==> config.mk <==
export PLATFORM = sky130hd
export DESIGN_NAME = axi4_full_master_flat
export DESIGN_NICKNAME = d
export VERILOG_FILES = /design/src/rtl/axi4_full_master_if.sv /design/src/rtl/axi4_full_master.sv /design/src/flat_wrapper.sv
export SDC_FILE = /design/constraint.sdc
export NUM_CORES = 1
export LEC_CHECK = 0
export ABC_AREA = 1
export ABC_CLOCK_PERIOD_IN_PS = 1900
export BUFFER_PORTS_ARGS = -buffer_cell sky130_fd_sc_hd__buf_2
export CAP_MARGIN = 15
export CORE_MARGIN = 10
export CORE_UTILIZATION = 39
export CTS_CLUSTER_SIZE = 20
export DETAILED_ROUTE_END_ITERATION = 12
export PLACE_DENSITY_LB_ADDON = 0.3
export SKIP_CTS_REPAIR_TIMING = 1
export SLEW_MARGIN = 20
export SYNTH_ARGS = -nofsm -noshare
export SYNTH_HDL_FRONTEND = slang
export SYNTH_SLANG_ARGS = --single-unit
==> constraint.sdc <==
create_clock -name clock -period 1.9 [get_ports clock]
set_input_delay 0.38 -clock clock [delete_from_list [all_inputs] [get_ports clock]]
set_output_delay 0.38 -clock clock [all_outputs]
set_load 0.1 [all_outputs]
==> src/rtl/axi4_full_master_if.sv <==
// AXI4 channel bundle between axi4_full_master and an AXI4 full slave.
// Ports (via modports):
//   master : drives AW/W/AR payload+valid, B/R ready; receives the rest.
//   slave  : mirror image of master.
// Parameters: ADDR_WIDTH, DATA_WIDTH, ID_WIDTH must match the master instance.
interface axi4_full_master_if #(
    parameter int unsigned ADDR_WIDTH = 6,
    parameter int unsigned DATA_WIDTH = 32,
    parameter int unsigned ID_WIDTH   = 2
);
    localparam int unsigned STRB_WIDTH = DATA_WIDTH / 8;

    // write address channel
    logic                  m_awvalid;
    logic                  m_awready;
    logic [ID_WIDTH-1:0]   m_awid;
    logic [ADDR_WIDTH-1:0] m_awaddr;
    logic [7:0]            m_awlen;
    logic [2:0]            m_awsize;
    logic [1:0]            m_awburst;

    // write data channel
    logic                  m_wvalid;
    logic                  m_wready;
    logic [DATA_WIDTH-1:0] m_wdata;
    logic [STRB_WIDTH-1:0] m_wstrb;
    logic                  m_wlast;

    // write response channel
    logic                  m_bvalid;
    logic                  m_bready;
    logic [ID_WIDTH-1:0]   m_bid;
    logic [1:0]            m_bresp;

    // read address channel
    logic                  m_arvalid;
    logic                  m_arready;
    logic [ID_WIDTH-1:0]   m_arid;
    logic [ADDR_WIDTH-1:0] m_araddr;
    logic [7:0]            m_arlen;
    logic [2:0]            m_arsize;
    logic [1:0]            m_arburst;

    // read data channel
    logic                  m_rvalid;
    logic                  m_rready;
    logic [ID_WIDTH-1:0]   m_rid;
    logic [DATA_WIDTH-1:0] m_rdata;
    logic [1:0]            m_rresp;
    logic                  m_rlast;

    modport master (
        output m_awvalid, m_awid, m_awaddr, m_awlen, m_awsize, m_awburst,
        input  m_awready,
        output m_wvalid, m_wdata, m_wstrb, m_wlast,
        input  m_wready,
        input  m_bvalid, m_bid, m_bresp,
        output m_bready,
        output m_arvalid, m_arid, m_araddr, m_arlen, m_arsize, m_arburst,
        input  m_arready,
        input  m_rvalid, m_rid, m_rdata, m_rresp, m_rlast,
        output m_rready
    );

    modport slave (
        input  m_awvalid, m_awid, m_awaddr, m_awlen, m_awsize, m_awburst,
        output m_awready,
        input  m_wvalid, m_wdata, m_wstrb, m_wlast,
        output m_wready,
        output m_bvalid, m_bid, m_bresp,
        input  m_bready,
        input  m_arvalid, m_arid, m_araddr, m_arlen, m_arsize, m_arburst,
        output m_arready,
        output m_rvalid, m_rid, m_rdata, m_rresp, m_rlast,
        input  m_rready
    );
endinterface

==> src/rtl/axi4_full_master.sv <==
// AXI4 burst initiator: one command in, one INCR write or read burst out,
// then a one-cycle done pulse with the transaction response.
// Ports:
//   clock, reset            single clock, asynchronous active-high reset
//   cmd_*                   valid/ready command port (write, addr, len, id)
//   wr_data/valid/ready     write-beat source stream (passed through to W)
//   rd_data/valid/last      read-beat sink stream (no backpressure)
//   done, done_resp         completion pulse and BRESP / first bad RRESP
//   err                     sticky protocol error flag
//   m_axi                   AXI4 master channels (axi4_full_master_if.master)
// Optional feature: define AXI4_MASTER_RESP_CHECK_EN to check B/R IDs,
// responses and RLAST and to report the first non-OKAY RRESP; otherwise err
// is tied low and reads report OKAY.
module axi4_full_master #(
    parameter int unsigned G_ADDR_WIDTH = 6,
    parameter int unsigned G_DATA_WIDTH = 32,
    parameter int unsigned G_ID_WIDTH   = 2
) (
    input  logic                    clock,
    input  logic                    reset,

    input  logic                    cmd_valid,
    output logic                    cmd_ready,
    input  logic                    cmd_write,
    input  logic [G_ADDR_WIDTH-1:0] cmd_addr,
    input  logic [7:0]              cmd_len,
    input  logic [G_ID_WIDTH-1:0]   cmd_id,

    input  logic [G_DATA_WIDTH-1:0] wr_data,
    input  logic                    wr_valid,
    output logic                    wr_ready,

    output logic [G_DATA_WIDTH-1:0] rd_data,
    output logic                    rd_valid,
    output logic                    rd_last,

    output logic                    done,
    output logic [1:0]              done_resp,
    output logic                    err,

    axi4_full_master_if.master      m_axi
);
    localparam int unsigned STRB_WIDTH = G_DATA_WIDTH / 8;
    localparam int unsigned BEAT_SIZE  = $clog2(STRB_WIDTH);

    typedef enum logic [2:0] {
        S_IDLE,
        S_AW,
        S_W,
        S_B,
        S_AR,
        S_R
    } state_t;

    state_t                  state_q;
    logic [G_ADDR_WIDTH-1:0] addr_q;
    logic [7:0]              len_q;
    logic [G_ID_WIDTH-1:0]   id_q;
    logic [7:0]              cnt_q;
    logic                    awvalid_q;
    logic                    arvalid_q;
    logic                    bready_q;
    logic                    rready_q;
`ifdef AXI4_MASTER_RESP_CHECK_EN
    logic [1:0]              rresp_q;
    logic [1:0]              rresp_next;
`endif

    logic last_beat;
    logic w_beat;
    logic r_beat;

    assign last_beat = (cnt_q == len_q);
    assign w_beat    = (state_q == S_W) && wr_valid && m_axi.m_wready;
    assign r_beat    = (state_q == S_R) && m_axi.m_rvalid;

    // Idle is the only state that takes a command; held low during reset.
    assign cmd_ready = (state_q == S_IDLE) && !reset;

    // Address channels carry the registered command, stable while valid.
    assign m_axi.m_awvalid = awvalid_q;
    assign m_axi.m_awid    = id_q;
    assign m_axi.m_awaddr  = addr_q;
    assign m_axi.m_awlen   = len_q;
    assign m_axi.m_awsize  = 3'(BEAT_SIZE);
    assign m_axi.m_awburst = 2'b01;

    assign m_axi.m_arvalid = arvalid_q;
    assign m_axi.m_arid    = id_q;
    assign m_axi.m_araddr  = addr_q;
    assign m_axi.m_arlen   = len_q;
    assign m_axi.m_arsize  = 3'(BEAT_SIZE);
    assign m_axi.m_arburst = 2'b01;

    // Write stream is a straight pass-through gated by the W state.
    assign m_axi.m_wvalid = (state_q == S_W) && wr_valid;
    assign m_axi.m_wdata  = wr_data;
    assign m_axi.m_wstrb  = {STRB_WIDTH{1'b1}};
    assign m_axi.m_wlast  = (state_q == S_W) && last_beat;
    assign wr_ready       = (state_q == S_W) && m_axi.m_wready;

    assign m_axi.m_bready = bready_q;
    assign m_axi.m_rready = rready_q;

    // Read stream: every R beat in the R state goes straight to the sink.
    assign rd_valid = r_beat;
    assign rd_data  = m_axi.m_rdata;
    assign rd_last  = (state_q == S_R) && last_beat;

`ifdef AXI4_MASTER_RESP_CHECK_EN
    // Keep the first non-OKAY RRESP of the burst, including the current beat.
    assign rresp_next = (rresp_q == 2'b00) ? m_axi.m_rresp : rresp_q;
`else
    logic unused_resp;
    assign unused_resp = ^{m_axi.m_bid, m_axi.m_rid, m_axi.m_rresp, m_axi.m_rlast};
`endif

    // Transaction sequencer with registered handshake outputs.
    always_ff @(posedge clock or posedge reset) begin
        if (reset) begin
            state_q   <= S_IDLE;
            addr_q    <= '0;
            len_q     <= '0;
            id_q      <= '0;
            cnt_q     <= '0;
            awvalid_q <= 1'b0;
            arvalid_q <= 1'b0;
            bready_q  <= 1'b0;
            rready_q  <= 1'b0;
            done      <= 1'b0;
            done_resp <= 2'b00;
            err       <= 1'b0;
`ifdef AXI4_MASTER_RESP_CHECK_EN
            rresp_q   <= 2'b00;
`endif
        end else begin
            done <= 1'b0;
            unique case (state_q)
                S_IDLE: begin
                    if (cmd_valid && cmd_ready) begin
                        addr_q <= cmd_addr;
                        len_q  <= cmd_len;
                        id_q   <= cmd_id;
                        cnt_q  <= 8'd0;
`ifdef AXI4_MASTER_RESP_CHECK_EN
                        rresp_q <= 2'b00;
`endif
                        if (cmd_write) begin
                            awvalid_q <= 1'b1;
                            state_q   <= S_AW;
                        end else begin
                            arvalid_q <= 1'b1;
                            state_q   <= S_AR;
                        end
                    end
                end

                S_AW: begin
                    if (m_axi.m_awready) begin
                        awvalid_q <= 1'b0;
                        state_q   <= S_W;
                    end
                end

                S_W: begin
                    if (w_beat) begin
                        cnt_q <= cnt_q + 8'd1;
                        if (last_beat) begin
                            bready_q <= 1'b1;
                            state_q  <= S_B;
                        end
                    end
                end

                S_B: begin
                    if (m_axi.m_bvalid) begin
                        bready_q  <= 1'b0;
                        done      <= 1'b1;
                        done_resp <= m_axi.m_bresp;
                        state_q   <= S_IDLE;
`ifdef AXI4_MASTER_RESP_CHECK_EN
                        if ((m_axi.m_bid != id_q) || (m_axi.m_bresp != 2'b00))
                            err <= 1'b1;
`endif
                    end
                end

                S_AR: begin
                    if (m_axi.m_arready) begin
                        arvalid_q <= 1'b0;
                        rready_q  <= 1'b1;
                        state_q   <= S_R;
                    end
                end

                S_R: begin
                    if (r_beat) begin
                        cnt_q <= cnt_q + 8'd1;
`ifdef AXI4_MASTER_RESP_CHECK_EN
                        rresp_q <= rresp_next;
                        if ((m_axi.m_rid != id_q) || (m_axi.m_rresp != 2'b00) ||
                            (m_axi.m_rlast != last_beat))
                            err <= 1'b1;
`endif
                        // Completion is by beat count; RLAST is only checked.
                        if (last_beat) begin
                            rready_q <= 1'b0;
                            done     <= 1'b1;
                            state_q  <= S_IDLE;
`ifdef AXI4_MASTER_RESP_CHECK_EN
                            done_resp <= rresp_next;
`else
                            done_resp <= 2'b00;
`endif
                        end
                    end
                end

                default: begin
                    state_q <= S_IDLE;
                end
            endcase
        end
    end
endmodule

==> src/flat_wrapper.sv <==
// flat-port wrapper written by rule: the top's interface ports become plain ports
module axi4_full_master_flat 
#(
    parameter int unsigned G_ADDR_WIDTH = 6,
    parameter int unsigned G_DATA_WIDTH = 32,
    parameter int unsigned G_ID_WIDTH   = 2
)
  (clock, reset, cmd_valid, cmd_ready, cmd_write, cmd_addr, cmd_len, cmd_id, wr_data, wr_valid, wr_ready, rd_data, rd_valid, rd_last, done, done_resp, err, m_axi_m_awvalid, m_axi_m_awid, m_axi_m_awaddr, m_axi_m_awlen, m_axi_m_awsize, m_axi_m_awburst, m_axi_m_awready, m_axi_m_wvalid, m_axi_m_wdata, m_axi_m_wstrb, m_axi_m_wlast, m_axi_m_wready, m_axi_m_bvalid, m_axi_m_bid, m_axi_m_bresp, m_axi_m_bready, m_axi_m_arvalid, m_axi_m_arid, m_axi_m_araddr, m_axi_m_arlen, m_axi_m_arsize, m_axi_m_arburst, m_axi_m_arready, m_axi_m_rvalid, m_axi_m_rid, m_axi_m_rdata, m_axi_m_rresp, m_axi_m_rlast, m_axi_m_rready);
  axi4_full_master_if #(.ADDR_WIDTH((6)), .DATA_WIDTH((32)), .ID_WIDTH((2))) m_axi_i ();
  input  logic clock;
  input  logic reset;
  input  logic cmd_valid;
  output logic cmd_ready;
  input  logic cmd_write;
  input  logic [G_ADDR_WIDTH-1:0] cmd_addr;
  input  logic [7:0] cmd_len;
  input  logic [G_ID_WIDTH-1:0] cmd_id;
  input  logic [G_DATA_WIDTH-1:0] wr_data;
  input  logic wr_valid;
  output logic wr_ready;
  output logic [G_DATA_WIDTH-1:0] rd_data;
  output logic rd_valid;
  output logic rd_last;
  output logic done;
  output logic [1:0] done_resp;
  output logic err;
  output wire logic [$bits(m_axi_i.m_awvalid)-1:0] m_axi_m_awvalid;
  output wire logic [$bits(m_axi_i.m_awid)-1:0] m_axi_m_awid;
  output wire logic [$bits(m_axi_i.m_awaddr)-1:0] m_axi_m_awaddr;
  output wire logic [$bits(m_axi_i.m_awlen)-1:0] m_axi_m_awlen;
  output wire logic [$bits(m_axi_i.m_awsize)-1:0] m_axi_m_awsize;
  output wire logic [$bits(m_axi_i.m_awburst)-1:0] m_axi_m_awburst;
  input wire logic [$bits(m_axi_i.m_awready)-1:0] m_axi_m_awready;
  output wire logic [$bits(m_axi_i.m_wvalid)-1:0] m_axi_m_wvalid;
  output wire logic [$bits(m_axi_i.m_wdata)-1:0] m_axi_m_wdata;
  output wire logic [$bits(m_axi_i.m_wstrb)-1:0] m_axi_m_wstrb;
  output wire logic [$bits(m_axi_i.m_wlast)-1:0] m_axi_m_wlast;
  input wire logic [$bits(m_axi_i.m_wready)-1:0] m_axi_m_wready;
  input wire logic [$bits(m_axi_i.m_bvalid)-1:0] m_axi_m_bvalid;
  input wire logic [$bits(m_axi_i.m_bid)-1:0] m_axi_m_bid;
  input wire logic [$bits(m_axi_i.m_bresp)-1:0] m_axi_m_bresp;
  output wire logic [$bits(m_axi_i.m_bready)-1:0] m_axi_m_bready;
  output wire logic [$bits(m_axi_i.m_arvalid)-1:0] m_axi_m_arvalid;
  output wire logic [$bits(m_axi_i.m_arid)-1:0] m_axi_m_arid;
  output wire logic [$bits(m_axi_i.m_araddr)-1:0] m_axi_m_araddr;
  output wire logic [$bits(m_axi_i.m_arlen)-1:0] m_axi_m_arlen;
  output wire logic [$bits(m_axi_i.m_arsize)-1:0] m_axi_m_arsize;
  output wire logic [$bits(m_axi_i.m_arburst)-1:0] m_axi_m_arburst;
  input wire logic [$bits(m_axi_i.m_arready)-1:0] m_axi_m_arready;
  input wire logic [$bits(m_axi_i.m_rvalid)-1:0] m_axi_m_rvalid;
  input wire logic [$bits(m_axi_i.m_rid)-1:0] m_axi_m_rid;
  input wire logic [$bits(m_axi_i.m_rdata)-1:0] m_axi_m_rdata;
  input wire logic [$bits(m_axi_i.m_rresp)-1:0] m_axi_m_rresp;
  input wire logic [$bits(m_axi_i.m_rlast)-1:0] m_axi_m_rlast;
  output wire logic [$bits(m_axi_i.m_rready)-1:0] m_axi_m_rready;
  assign m_axi_m_awvalid = m_axi_i.m_awvalid;
  assign m_axi_m_awid = m_axi_i.m_awid;
  assign m_axi_m_awaddr = m_axi_i.m_awaddr;
  assign m_axi_m_awlen = m_axi_i.m_awlen;
  assign m_axi_m_awsize = m_axi_i.m_awsize;
  assign m_axi_m_awburst = m_axi_i.m_awburst;
  assign m_axi_i.m_awready = m_axi_m_awready;
  assign m_axi_m_wvalid = m_axi_i.m_wvalid;
  assign m_axi_m_wdata = m_axi_i.m_wdata;
  assign m_axi_m_wstrb = m_axi_i.m_wstrb;
  assign m_axi_m_wlast = m_axi_i.m_wlast;
  assign m_axi_i.m_wready = m_axi_m_wready;
  assign m_axi_i.m_bvalid = m_axi_m_bvalid;
  assign m_axi_i.m_bid = m_axi_m_bid;
  assign m_axi_i.m_bresp = m_axi_m_bresp;
  assign m_axi_m_bready = m_axi_i.m_bready;
  assign m_axi_m_arvalid = m_axi_i.m_arvalid;
  assign m_axi_m_arid = m_axi_i.m_arid;
  assign m_axi_m_araddr = m_axi_i.m_araddr;
  assign m_axi_m_arlen = m_axi_i.m_arlen;
  assign m_axi_m_arsize = m_axi_i.m_arsize;
  assign m_axi_m_arburst = m_axi_i.m_arburst;
  assign m_axi_i.m_arready = m_axi_m_arready;
  assign m_axi_i.m_rvalid = m_axi_m_rvalid;
  assign m_axi_i.m_rid = m_axi_m_rid;
  assign m_axi_i.m_rdata = m_axi_m_rdata;
  assign m_axi_i.m_rresp = m_axi_m_rresp;
  assign m_axi_i.m_rlast = m_axi_m_rlast;
  assign m_axi_m_rready = m_axi_i.m_rready;
  axi4_full_master #(.G_ADDR_WIDTH(G_ADDR_WIDTH), .G_DATA_WIDTH(G_DATA_WIDTH), .G_ID_WIDTH(G_ID_WIDTH)) u_core (.clock(clock), .reset(reset), .cmd_valid(cmd_valid), .cmd_ready(cmd_ready), .cmd_write(cmd_write), .cmd_addr(cmd_addr), .cmd_len(cmd_len), .cmd_id(cmd_id), .wr_data(wr_data), .wr_valid(wr_valid), .wr_ready(wr_ready), .rd_data(rd_data), .rd_valid(rd_valid), .rd_last(rd_last), .done(done), .done_resp(done_resp), .err(err), .m_axi(m_axi_i));
endmodule
==> key figures <==
Worst setup path
  • CP arrival: 1.58 ns
  • Cell family with most CP delay: simple AND/OR/NAND/NOR gates
  • Crit Path Max Fanout: 6
  • Critical-path cell list: inv_2 > nand2_1 > nand2_1 > nand3_2 > nor2_4 > nand2_4 > nor2_4 > buf_12
  • WP buf/inv: 2
  • Slowest CP cell: dfrtp_4
  • CP endpoint kind: output pin
  • Worst Path Required: 1.52 ns
  • Setup CP Type: flip-flop to output pin
  • Startpoint Class: flip-flop
  • Biggest cell delay along the critical path: 0.49 ns

Finish
  • Commonest cells after routing, fill and taps aside: 92 x nand2_1, 66 x buf_2, 24 x inv_1, 24 x dfrtp_1
  • Fillers: 644
  • Multi-input logic area: 945.9 sq um
  • Fin area: 2683 sq um
  • Commonest non-fill, non-tap cell in the layout: nand2_1
  • Area growth syn-to-layout: 5.253%
  • Layout cells sized above 1: 39.07%
  • Final std cells w/o fill: 420
  • Final #Nets: 442
  • # diodes: 0
  • Reg area: 883.3 sq um

Clock tree
  • Clk_lat worst skew: 0.28 ns
  • Clk pin slew, worst setup/hold paths: 0.07 ns
  • H-tree levels: 2
  • CTS Buffer Depth: 2
  • CTS tree: yes
  • # clock sinks: 34
  • CTS root buf: clkbuf_8
  • Cts bufs inserted: 5

Global route
  • Gr ovfl total: 0
  • First-pass GRT wire length: 9.225 mm
  • Initial antenna violation count: 0
  • Vias in the first global route: 1,997
  • Total track usage: 11.12%
  • Largest net degree at the start of global routing: 35

Logic synthesis
  • Mapped Area: 2549 sq um
  • Synth Area in Compound Gates: 6.038%
  • Synthesized area per cell: 7.496 sq um
  • Netlist cell types: 30
  • Largest family of logic cells by synthesized area: buffers and inverters
  • Gate Count Post-Synth: 340
  • Simple-Gate Fraction of Synth Area: 24.64%
  • Post-synthesis mux area share: 0%
  • Post-synthesis register bit count: 34
  • Yosys warnings: 1
  • Xor/xnor share of the synthesized area: 1.375%
  • Sequential share of the synthesized area: 33.38%
  • Adder-cell share of the synthesized area: 0.4909%

Floorplanning
  • Row cnt: 29
  • Core Region: 6350 sq um
  • Die H: 100.8 microns
  • Number of top-level pins: 223
  • Die Width: 100.8 microns
  • Initial Utilization: 40.14%
  • Die area: 10,170 sq um

Timing
  • Setup TNS: -0.1049 ns
  • Setup ws final: -0.06073 ns
  • # setup viols final: 2
  • RSZ-0062 raised after global routing: true
  • Final Hold Fails: 0
  • Clock skew: 0.008531 ns
  • Fin. max-slew vios: 0
  • Max Freq: 510.0 MHz
  • Final min period: 1.961 ns
  • Fin crit share: 103.2%

Run status
  • Failing checks: setup timing
  • Outcome: finished, violations left

Place
  • Pre-CTS setup slack: 0.1414 ns
  • Port buffer count: 72
  • Dpl cell area: 2500 sq um
  • Inst Count DP: 407
  • DP HPWL: 4.491 mm
  • RD Place Congestion: 0.8556

Routing
  • Drt pass-1 iters: 4
  • DRT antenna net count: 0
  • Residual DRC: 0
  • Vias: 1,869
  • Total Routed Length: 5.711 mm
  • Routed len/inst: 13.60 microns
  • Iter 0 DRT Violations: 43
  • Via density: 4.450

Flow run
  • Max-cap violations: 0

Worst hold path
  • Hold WC Path Type: input pin to async pin
-- tightest hold or removal path, delay by kind of cell --
family	cells	cell delay (ns)
buf+inv	3	0.57
-- logic make-up (layout without fill, tap and decap cells) --
logic type               count (synthesis)  in the layout
flip-flops                              34             34
AND/OR/NAND/NOR                        143            143
XOR/XNOR                                 4              4
other                                    2             15
buffers and inverters                  131            121
AO/OA/AOI/OAI                           25             25
adder cells (fa/ha/maj)                  1              1
-- worst paths after layout --
check / startpoint / end / slack, ns / cells past startpoint
max reg2reg: u_core.state_q[1] / u_core.state_q[2] / 0.15 / 11
min reg2reg: u_core.done_resp[1] / u_core.done_resp[1] / 0.47 / 2
min: reset / u_core.m_axi.m_bready / 0.23 / 3
max in group asynchronous: reset / u_core.m_axi.m_arlen[0] / 1.31 / 3
min in group clock: cmd_addr[1] / u_core.m_axi.m_araddr[1] / 0.28 / 3
max: u_core.m_axi.m_arlen[4] / m_axi_m_wlast / -0.06 / 8
-- sequential cells by signal, summed over array words and instances (netlist names), 2 cells and up --
name                   cells
u_core.m_axi.m_arid        2
u_core.done_resp           2
u_core.m_axi.m_arlen       8
u_core.cnt_q               8
u_core.m_axi.m_araddr      6
u_core.state_q             3
-- layout make-up --
cell class	count	area share, %
multi-input combinational	188	35.26
inverter	32	4.571
timing repair buffer	81	19.31
clock buffer	7	3.218
clock inverter	1	1.119
tap	77	3.591
sequential	34	32.93
-- synthesized netlist by cell type --
cell / instances / area [sq um]
inv_2: 4 / 15.01
nand2_4: 1 / 11.26
nand2_2: 5 / 31.28
nor2_2: 1 / 6.260
nor3_1: 1 / 5.000
inv_1: 27 / 101.4
buf_6: 1 / 11.26
xnor2_1: 3 / 26.28
o21ai_2: 6 / 52.55
nor2_1: 17 / 63.81
or2_0: 1 / 6.260
a21oi_1: 2 / 10.01
nand2_1: 93 / 349.1
dfrtp_1: 34 / 850.8
o21ai_0: 15 / 75.07
ha_1: 1 / 12.51
clkbuf_1: 1 / 3.750
nand3_1: 16 / 80.08
o31ai_1: 1 / 7.510
nand3b_1: 3 / 22.52
conb_1: 2 / 7.510
inv_4: 1 / 6.260
nor2_4: 2 / 22.52
or2_2: 1 / 6.260
xor2_1: 1 / 8.760
buf_4: 95 / 713.2
nand3_4: 1 / 17.52
nand4_1: 1 / 6.260
a21oi_2: 1 / 8.760
buf_2: 2 / 10.01
-- stage by stage --
| step | utilization [%] | hold slack, ns |
|---|---|---|
| 6_report | 42.25 | 0.2345 |
| 5_1_grt | 42.25 | 0.2761 |
| 4_1_cts | 41.20 | 0.2493 |
| 3_5_place_dp | 39.37 | 0.4618 |
| 3_3_place_gp | 39.37 | 0.4586 |
| 2_1_floorplan | - | 0.4896 |
-- layer usage --
layer | track usage, % | wire, microns | vias up
met5 | 0 | 0 | -
met4 | 6.522 | 205 | 0
met3 | 6.310 | 651 | 28
met2 | 18.43 | 2756 | 65
met1 | 10.52 | 2097 | 843
li1 | - | - | 933
Power is not shown: default switching activity piles up to over one toggle a cycle in this logic, so the estimate is an artifact.
